===== config.mk =====
export PLATFORM = sky130hd
export DESIGN_NAME = bram_rd_streamer
export DESIGN_NICKNAME = d
export VERILOG_FILES = /design/src/rtl/bram_rd_streamer_pkg.sv /design/src/rtl/bram_rd_skid_fifo.sv /design/src/rtl/bram_rd_streamer.sv
export SDC_FILE = /design/constraint.sdc
export NUM_CORES = 1
export LEC_CHECK = 0
export BUFFER_PORTS_ARGS = -buffer_cell sky130_fd_sc_hd__buf_4
export CAP_MARGIN = 25
export CORE_ASPECT_RATIO = 0.5
export CORE_MARGIN = 2
export CORE_UTILIZATION = 49
export DETAILED_ROUTE_END_ITERATION = 8
export GPL_ROUTABILITY_DRIVEN = 1
export GPL_TIMING_DRIVEN = 1
export PLACE_DENSITY = 0.73
export SLEW_MARGIN = 20
export SYNTH_ARGS = -nofsm -noshare
export SYNTH_HDL_FRONTEND = slang
export SYNTH_SLANG_ARGS = --single-unit

===== constraint.sdc =====
create_clock -name clk -period 4.4 [get_ports clk]
set_input_delay 0.22 -clock clk [delete_from_list [all_inputs] [get_ports clk]]
set_output_delay 0.22 -clock clk [all_outputs]
set_load 0.005 [all_outputs]

===== src/rtl/bram_rd_streamer_pkg.sv =====
// Shared definitions for the BRAM read streamer: FSM encoding and the
// depth of the output buffer that absorbs the RAM read latency.
package bram_rd_streamer_pkg;

   typedef enum logic [1:0] {
      ST_IDLE  = 2'd0,
      ST_READ  = 2'd1,
      ST_DRAIN = 2'd2
   } state_e;

   localparam int BUF_DEPTH = 2;
   localparam int BUF_CNT_W = 2;

endpackage


===== src/rtl/bram_rd_skid_fifo.sv =====
// Two-entry FIFO holding {last, data} words returned by the RAM.
// Push and pop may happen in the same cycle; the head is zero while empty.
module bram_rd_skid_fifo
   import bram_rd_streamer_pkg::*;
#(
   parameter int WIDTH = 33
)
(
   input  logic                 i_clk,
   input  logic                 i_rst_n,
   input  logic                 i_push,
   input  logic [WIDTH-1:0]     i_push_data,
   input  logic                 i_pop,
   output logic [WIDTH-1:0]     o_head,
   output logic                 o_not_empty,
   output logic [BUF_CNT_W-1:0] o_count
);

   logic [WIDTH-1:0]     r_mem [BUF_DEPTH];
   logic                 r_wr_ptr;
   logic                 r_rd_ptr;
   logic [BUF_CNT_W-1:0] r_count;

   logic                 w_not_empty;
   logic                 w_do_pop;

   assign w_not_empty = (r_count != '0);
   assign w_do_pop    = i_pop & w_not_empty;

   always_ff @(posedge i_clk) begin
      if (!i_rst_n) begin
         for (int i = 0; i < BUF_DEPTH; i++) begin
            r_mem[i] <= '0;
         end
         r_wr_ptr <= 1'b0;
         r_rd_ptr <= 1'b0;
         r_count  <= '0;
      end else begin
         if (i_push) begin
            r_mem[r_wr_ptr] <= i_push_data;
            r_wr_ptr        <= ~r_wr_ptr;
         end
         if (w_do_pop) begin
            r_rd_ptr <= ~r_rd_ptr;
         end
         r_count <= r_count + BUF_CNT_W'(i_push) - BUF_CNT_W'(w_do_pop);
      end
   end

   assign o_head      = w_not_empty ? r_mem[r_rd_ptr] : '0;
   assign o_not_empty = w_not_empty;
   assign o_count     = r_count;

endmodule


===== src/rtl/bram_rd_streamer.sv =====
// Burst reader for a 1-cycle-latency BRAM read port, streaming words out as
// valid/ready with a last flag at full rate.
module bram_rd_streamer
   import bram_rd_streamer_pkg::*;
#(
   parameter int DATA_WIDTH = 32,
   parameter int ADDR_WIDTH = 10
)
(
   input  logic                  clk,
   input  logic                  rst_n,
   input  logic                  cmd_valid,
   output logic                  cmd_ready,
   input  logic [ADDR_WIDTH-1:0] cmd_addr,
   input  logic [ADDR_WIDTH:0]   cmd_len,
   output logic                  ram_en,
   output logic [ADDR_WIDTH-1:0] ram_addr,
   input  logic [DATA_WIDTH-1:0] ram_dout,
   output logic                  m_valid,
   input  logic                  m_ready,
   output logic [DATA_WIDTH-1:0] m_data,
   output logic                  m_last,
   output logic                  busy,
   output logic                  done
);

   localparam logic [ADDR_WIDTH-1:0] ADDR_ONE = 1;
   localparam logic [ADDR_WIDTH:0]   LEN_ONE  = 1;

   state_e                  r_state;
   logic [ADDR_WIDTH-1:0]   r_addr;
   logic [ADDR_WIDTH:0]     r_remaining;
   logic                    r_inflight;
   logic                    r_inflight_last;
   logic                    r_done;

   logic                    w_cmd_fire;
   logic                    w_pop;
   logic                    w_pop_last;
   logic                    w_issue;
   logic                    w_issue_last;
   logic [2:0]              w_outstanding;
   logic [DATA_WIDTH:0]     w_head;
   logic                    w_not_empty;
   logic [BUF_CNT_W-1:0]    w_count;

   // A transfer happens on any cycle where valid and ready are both high;
   // the stream master holds m_data/m_last stable while m_valid & !m_ready.
   assign w_cmd_fire = cmd_valid & (r_state == ST_IDLE);
   assign w_pop      = w_not_empty & m_ready;
   assign w_pop_last = w_pop & w_head[DATA_WIDTH];

   // Words already owed to the buffer after this cycle's pop; never exceed depth.
   assign w_outstanding = 3'(w_count) + 3'(r_inflight) - 3'(w_pop);
   assign w_issue       = (r_state == ST_READ) && (r_remaining != '0) &&
                          (w_outstanding < 3'(BUF_DEPTH));
   assign w_issue_last  = w_issue && (r_remaining == LEN_ONE);

   always_ff @(posedge clk) begin
      if (!rst_n) begin
         r_state         <= ST_IDLE;
         r_addr          <= '0;
         r_remaining     <= '0;
         r_inflight      <= 1'b0;
         r_inflight_last <= 1'b0;
         r_done          <= 1'b0;
      end else begin
         r_inflight      <= w_issue;
         r_inflight_last <= w_issue_last;
         r_done          <= 1'b0;
         case (r_state)
            ST_IDLE: begin
               if (w_cmd_fire) begin
                  if (cmd_len != '0) begin
                     r_addr      <= cmd_addr;
                     r_remaining <= cmd_len;
                     r_state     <= ST_READ;
                  end else begin
                     r_done <= 1'b1;
                  end
               end
            end
            ST_READ: begin
               if (w_issue) begin
                  r_addr      <= r_addr + ADDR_ONE;
                  r_remaining <= r_remaining - LEN_ONE;
                  if (w_issue_last) begin
                     r_state <= ST_DRAIN;
                  end
               end
            end
            ST_DRAIN: begin
               if (w_pop_last) begin
                  r_state <= ST_IDLE;
                  r_done  <= 1'b1;
               end
            end
            default: begin
               r_state <= ST_IDLE;
            end
         endcase
      end
   end

   bram_rd_skid_fifo #(
      .WIDTH (DATA_WIDTH + 1)
   ) u_skid_fifo (
      .i_clk       (clk),
      .i_rst_n     (rst_n),
      .i_push      (r_inflight),
      .i_push_data ({r_inflight_last, ram_dout}),
      .i_pop       (w_pop),
      .o_head      (w_head),
      .o_not_empty (w_not_empty),
      .o_count     (w_count)
   );

   assign cmd_ready = (r_state == ST_IDLE);
   assign ram_en    = w_issue;
   assign ram_addr  = r_addr;
   assign m_valid   = w_not_empty;
   assign m_data    = w_head[DATA_WIDTH-1:0];
   assign m_last    = w_head[DATA_WIDTH];
   assign done      = r_done;
   // The done cycle still counts as busy even though the FSM is back in IDLE.
   assign busy      = (r_state != ST_IDLE) | r_done;

endmodule


After elaboration in Yosys (flattened, before gate mapping)
Memory sizes are Yosys's and may differ from the RTL's. A register that Yosys moved wholly into a read port is not among the register bits.
Index checks and enable logic that the tools add are counted.
{"block": "word_totals", "elab_cells": 72, "output_inout_bits": 48, "mem_count": 1, "reg_bits": 30, "ramBits": 66, "latchBits": 0, "rom_bits": 0, "inputBits": 57}
{"block": "op_classes", "shift": 0, "n_reduce_logical": 12, "n_mul": 0, "div": 0, "n_eq_ne": 8, "n_addsub": 6, "n_lt_le_gt_ge": 1, "mux": 28, "bitwise": 7}
{"memory": "u_skid_fifo.r_mem", "depth": 2, "width": 33, "rd": 1, "rd_clocked_by_memory_dff": 1, "wr": 2, "line": "bram_rd_skid_fifo.sv:19", "text": "logic [WIDTH-1:0] r_mem [BUF_DEPTH];"}
{"operator": "$mux W33", "count": 2}
{"operator": "$mux W11", "count": 3}
{"operator": "$reduce_or A33 Y1", "count": 1}
{"operator": "$mux W10", "count": 3}
{"operator": "$pmux W11 S2", "count": 1}
{"operator": "$reduce_bool A11 Y1", "count": 2}
{"operator": "$pmux W10 S2", "count": 1}
{"operator": "$eq A11 B1 Y1 const B", "count": 1}
{"operator": "$mux W1", "count": 11}
{"operator": "$sub A11 B1 Y11 const B", "count": 1}
{"operator": "$add A10 B1 Y10 const B", "count": 1}
{"operator": "$mux W2", "count": 5}
{"operator": "$ne A2 B2 Y1 const B", "count": 3}
{"operator": "$pmux W2 S3", "count": 1}
{"operator": "$reduce_bool A2 Y1", "count": 3}
{"operator": "$reduce_and A5 Y1", "count": 1}
{"operator": "$and A1 B1 Y1", "count": 4}
{"operator": "$ne A2 B1 Y1 const B", "count": 2}
{"operator": "$reduce_and A4 Y1", "count": 1}
{"operator": "$add A2 B1 Y3", "count": 1}
{"operator": "$logic_and A1 B1 Y1", "count": 3}
{"operator": "$lt A3 B2 Y1 const B", "count": 1}
{"operator": "$sub A3 B1 Y3", "count": 1}
{"operator": "$add A2 B1 Y2", "count": 1}
{"operator": "7 further kinds", "count": 8}

Logic depth before layout (Yosys ltp)
{"block": "depth", "ltp_word": 9, "depth_mapped": 14, "ltp_nobuf": 12}

By module
A second synthesis with hierarchy kept.
{"block": "hier_totals", "cells_unflattened": 496, "area_unflattened_um2": 4840.9}
{"mod": "bram_rd_skid_fifo", "seq_area_each_um2": 2082.0, "n_inst": 1, "cells_each": 274, "area_per_inst_um2": 3191.8}
{"mod": "bram_rd_streamer", "seq_area_each_um2": 520.5, "n_inst": 1, "cells_each": 222, "area_per_inst_um2": 1649.1}

Worst setup path before layout
No wires, ideal clock.
{"block": "synth_path", "path_kind": "flip-flop to flip-flop", "start": "reg r_inflight", "end": "mem u_skid_fifo.r_mem[0][0] (enable)", "required_ns": 3.931, "slack_ns": 1.136, "path_stages_with_launch": 3, "path_buffers": 0, "t_arrival_ns": 2.795, "period_less_slack_ns": 3.264, "cell_sequence": "dfxtp_1 -> inv_1 -> o21ai_0"}
{"item": "start: declaration", "line": "bram_rd_streamer.sv:33", "text": "logic r_inflight;"}
{"item": "start signal: assignment", "line": "bram_rd_streamer.sv:68", "text": "r_inflight <= w_issue;"}
{"item": "end: declaration", "line": "bram_rd_skid_fifo.sv:19"}

Worst setup path in the final report
{"block": "layout_path", "start": "reg u_skid_fifo.r_count[1], in the netlist u_skid_fifo.o_count[1]", "end": "reg r_remaining[0]"}
{"block": "layout_between", "elab_chain_cells": 7, "word_cells_on_any_way": 8}
{"item": "start: declaration", "line": "bram_rd_skid_fifo.sv:22", "text": "logic [BUF_CNT_W-1:0] r_count;"}
{"item": "start signal: assignment", "line": "bram_rd_skid_fifo.sv:46", "text": "r_count <= r_count + BUF_CNT_W'(i_push) - BUF_CNT_W'(w_do_pop);"}
{"item": "parallel branches: the longest is 2 deep, another holds $add A2 B1 Y3"}
{"item": "$sub A3 B1 Y3 *", "line": "bram_rd_streamer.sv:54", "text": "assign w_outstanding = 3'(w_count) + 3'(r_inflight) - 3'(w_pop);"}
{"item": "$lt A3 B2 Y1 *", "line": "bram_rd_streamer.sv:56", "text": "(w_outstanding < 3'(BUF_DEPTH));"}
{"item": "$logic_and A1 B1 Y1 *", "line": "bram_rd_streamer.sv:55", "text": "assign w_issue = (r_state == ST_READ) && (r_remaining != '0) &&"}
{"item": "$ne A2 B2 Y1 (no source line) *"}
{"item": "$reduce_and A4 Y1 (no source line) *"}
{"item": "end signal: assignment", "line": "bram_rd_streamer.sv:76", "text": "r_remaining <= cmd_len;"}
{"item": "end signal: assignment", "line": "bram_rd_streamer.sv:86", "text": "r_remaining <= r_remaining - LEN_ONE;"}
{"item": "end: declaration", "line": "bram_rd_streamer.sv:32", "text": "logic [ADDR_WIDTH:0] r_remaining;"}
Every way passes the cells marked *.
A chain may end at the register's enable or synchronous reset.

==> summary.md <==
| Metric | Value |
|---|---|
| Status | `finished, final reports clean` |
| Max Clock Skew | `3.73 ps` |
| Most frequent cell after synthesis | `and2_1` |
| DR WL/cell | `14.8 um` |
| Tmin final | `3270 ps` |
| Worst R2R End | `r_remaining[0]$_SDFFE_PN0P_` |
| Clock Pin Slew Worst Setup and Hold Paths | `70 ps` |
| Pre-CTS WS | `1210 ps` |
| Synthesized area | `4770 sq um` |
| Min-Delay Startpoint | `ram_dout[28]` |
| Initial Util | `0.505` |
| Post-CTS setup buffer count | `0` |
| DIE HEIGHT | `73.8 um` |
| Clk_lat worst skew | `340 ps` |
| Area occupied by multi-input gates | `2010 sq um` |
| Ant. Diodes | `0` |
| Number of synthesized register bits | `97` |
| CTS Buf Count | `9` |
| VDD IR max | `0.246 mV` |
| Final worst-path cycle share | `0.743` |
| Largest family of logic cells by synthesized area | `simple AND/OR/NAND/NOR gates` |
| Setup TNS | `0 ps` |
| Yosys synthesis warning count | `0` |
| Total power | `3.17 mW` |
| Worst hold path type | `input port to flip-flop` |
| Synth unique cells | `56` |
| Initial antenna violation count | `0` |
| Routed vias/inst | `5.21` |
| Setup ws final | `1130 ps` |
| Main area contributors after synthesis | `edfxtp_1 42%, dfxtp_1 13%, and2_1 8.8%, mux2i_1 6.9%, nor2_1 4.3%` |
| Die area | `10600 sq um` |
| Slack of the worst reg-to-reg path | `1130 ps` |
| Syn avg cell area | `10.8 sq um` |
| Pins over their slew limit | `0` |
| Number of synthesized flops with an enable pin | `66` |
| Compound-Gate Fraction of Synth Area | `0.0979` |
| Vias in the first global route | `3289` |
| Syn Nets | `508` |
| Max Cap Viol | `0` |
| Hold buffers post-CTS | `0` |
| Clock Path Buffers | `2` |
| CTS root buffer | `clkbuf_16` |
| Worst EP arrival | `3500 ps` |
| Pleak | `2.42 nW` |
| CTS tree | `built` |
| Slowest CP cell | `a211oi_2` |
| Worst reg2reg path depth | `12` |
| Final Util | `0.632` |
| Slew margin rel. | `0.295` |
| Post-route ant nets | `0` |
| Core Footprint | `9450 sq um` |
| Fillers | `828` |
| Post-Synth XOR/XNOR Area | `0.0110` |
| Pwr Density | `531 nW/um^2` |
| Multiplexer share of the synthesized area | `0.0693` |
| Fmax | `0.306 GHz` |
| Port Buffers | `104` |
| Detailed-placement wirelength estimate | `6400 um` |
| WS Path Type | `flip-flop to flip-flop` |
| WP data required | `4640 ps` |
| Min Hold Slack | `157 ps` |
| Max FO, Critical Path | `13` |
| Max incr delay on CP | `720 ps` |
| Crit. End Element | `flip-flop` |
| Final wirelength | `10000 um` |
| Die X | `144 um` |
| First-pass GRT wire length | `15900 um` |
| Synth Area in Adders | `0.0226` |
| Share of cells above drive strength 1 | `0.263` |
| GRT Total Usage | `0.195` |
| Worst Max-Slew Pin Slew | `1060 ps` |
| Num rows | `25` |
| PostCTS Resize Cnt | `0` |
| Top cell type's share of synthesized area | `0.416` |
| GRT overflow | `0` |
| Fraction of registers with async set/reset | `0` |
| Endpoint, Worst Hold | `u_skid_fifo.r_mem[0][28]$_SDFFCE_PN0P_` |
| Nets | `601` |
| RSZ-0062 raised after global routing | `no` |
| Hold path depth | `2` |
| Mapped Cells | `443` |
| Routability cong. | `0.789` |
| CP cell instances | `nor2_2 > inv_1 > nand2_1 > inv_1 > ha_1 > nand2b_1 > fa_1 > xnor2_1 > a32oi_1 > a211oi_2 > o21ai_0 > a221oi_1` |
| Setup crit start kind | `flip-flop` |
| Io pins | `105` |
| Commonest cells post-synth | `67 x and2_1, 66 x edfxtp_1, 55 x nor2_1, 33 x mux2i_1, 31 x dfxtp_1` |
| H-tree Lvls | `3` |
| First-pass DRT Iterations | `5` |
| Setup Viol. Count Final | `0` |
| Post-Synth Simple-Gate Area | `0.217` |
| Clock Sinks | `97` |
| Final Hold Fails | `0` |
| Sequential share of the synthesized area | `0.546` |
| Vias post-DR | `3517` |
| First DRT Iteration DRCs | `160` |
| FF+latch area | `2600 sq um` |
| Pin count of the biggest net entering global routing | `34` |
| FF-to-FF Start | `u_skid_fifo.o_count[1]$_SDFF_PN0_` |
| Largest area contributor in the netlist | `edfxtp_1` |
| Area growth syn-to-layout | `25.2%` |
| Most used cell, CP | `inv_1` |
| DRC Markers | `0` |
| Primary FF master, synth | `edfxtp_1` |
[cell families after synthesis]
| kind of cell | count (synthesis) |
|---|---|
| AO/OA/AOI/OAI | 68 |
| XOR/XNOR | 6 |
| adder cells (fa/ha/maj) | 8 |
| buffers and inverters | 37 |
| flip-flops | 97 |
| multiplexers | 33 |
| AND/OR/NAND/NOR | 194 |
[flip-flops by register name (all words and copies together) (netlist names), named ones only]
| register | cells |
|---|---|
| done | 1 |
| r_inflight | 1 |
| r_inflight_last | 1 |
| r_remaining | 11 |
| r_state | 2 |
| ram_addr | 10 |
| u_skid_fifo.o_count | 2 |
| u_skid_fifo.r_mem | 66 |
| u_skid_fifo.r_rd_ptr | 1 |
| u_skid_fifo.r_wr_ptr | 1 |
[power breakdown]
group | switching (mW) | internal [mW] | total [mW]
clock network | 0.318 | 0.492 | 0.810
registers | 0.155 | 1.14 | 1.29
logic | 0.548 | 0.521 | 1.07
[layout by cell type (no fill, tap or decap), types with 2 or more instances in the layout]
cell type,synthesis,routed
a311oi_1,2,2
xnor2_1,4,4
o31ai_1,2,2
xor2_1,2,2
a31oi_1,2,2
nand4_1,2,2
edfxtp_1,66,66
a21o_1,3,3
o211ai_1,3,3
o221a_2,4,4
a21oi_1,22,22
bufinv_16,0,2
nor3_1,6,5
nand3_1,8,8
buf_4,1,108
inv_1,9,9
nor4_1,4,4
nand4b_1,2,2
nand2b_1,5,4
mux2i_1,33,33
nor2_1,55,54
o21ai_0,12,11
nand2_1,26,26
clkinv_2,0,2
a22oi_1,3,3
a32oi_1,2,2
nor2b_1,4,4
dfxtp_1,31,30
clkbuf_16,0,9
and3_1,5,5
ha_1,7,7
and4_1,2,2
and2_1,67,67
o21ai_1,3,3
[metal layers]
metal | track usage | vias up | routed length, um
met5 | 0 | - | 0
met1 | 0.252 | 1667 | 4480
met4 | 0.0458 | 0 | 83
li1 | - | 1758 | -
met2 | 0.341 | 86 | 5000
met3 | 0.0437 | 6 | 457
[layout make-up]
type	count	share of cell area
multi-input combinational	309	0.337
inverter	10	0.00629
clock inverter	6	0.0140
clock buffer	9	0.0377
tap	135	0.0283
timing repair buffer	109	0.140
sequential	97	0.436
[worst max-delay path: cells and delay by family, from the launching register on]
family	cells	cell delay [ps]
and+or+nand+nor	3	400
DFF	1	370
adders and majority gates	2	650
xor gates and xnor gates	1	190
AOI/OAI and AO/OA	4	1450
buffers and inverters	2	110
[stage by stage]
step | cells | area, sq um
6_report | 675 | 5970
5_1_grt | 675 | 5970
4_1_cts | 675 | 5970
3_5_place_dp | 660 | 5660
3_3_place_gp | 659 | 5640
2_1_floorplan | 443 | 4770
[worst max-delay path by stage]
| stage | from | to | slack (ps) |
|---|---|---|---|
| 2_1_floorplan | r_inflight$_SDFF_PN0_ | u_skid_fifo.r_mem[0][0]$_SDFFCE_PN0P_ | 1140 |
| 3_3_place_gp | u_skid_fifo.o_count[1]$_SDFF_PN0_ | r_remaining[0]$_SDFFE_PN0P_ | 1340 |
| 3_5_place_dp | u_skid_fifo.o_count[1]$_SDFF_PN0_ | r_remaining[0]$_SDFFE_PN0P_ | 1210 |
| 4_1_cts | u_skid_fifo.o_count[1]$_SDFF_PN0_ | r_remaining[0]$_SDFFE_PN0P_ | 1080 |
| 5_1_grt | u_skid_fifo.o_count[1]$_SDFF_PN0_ | r_remaining[0]$_SDFFE_PN0P_ | 840 |
| 6_report | u_skid_fifo.o_count[1]$_SDFF_PN0_ | r_remaining[0]$_SDFFE_PN0P_ | 1130 |
Note: power is estimated with default switching activity, not from simulation.
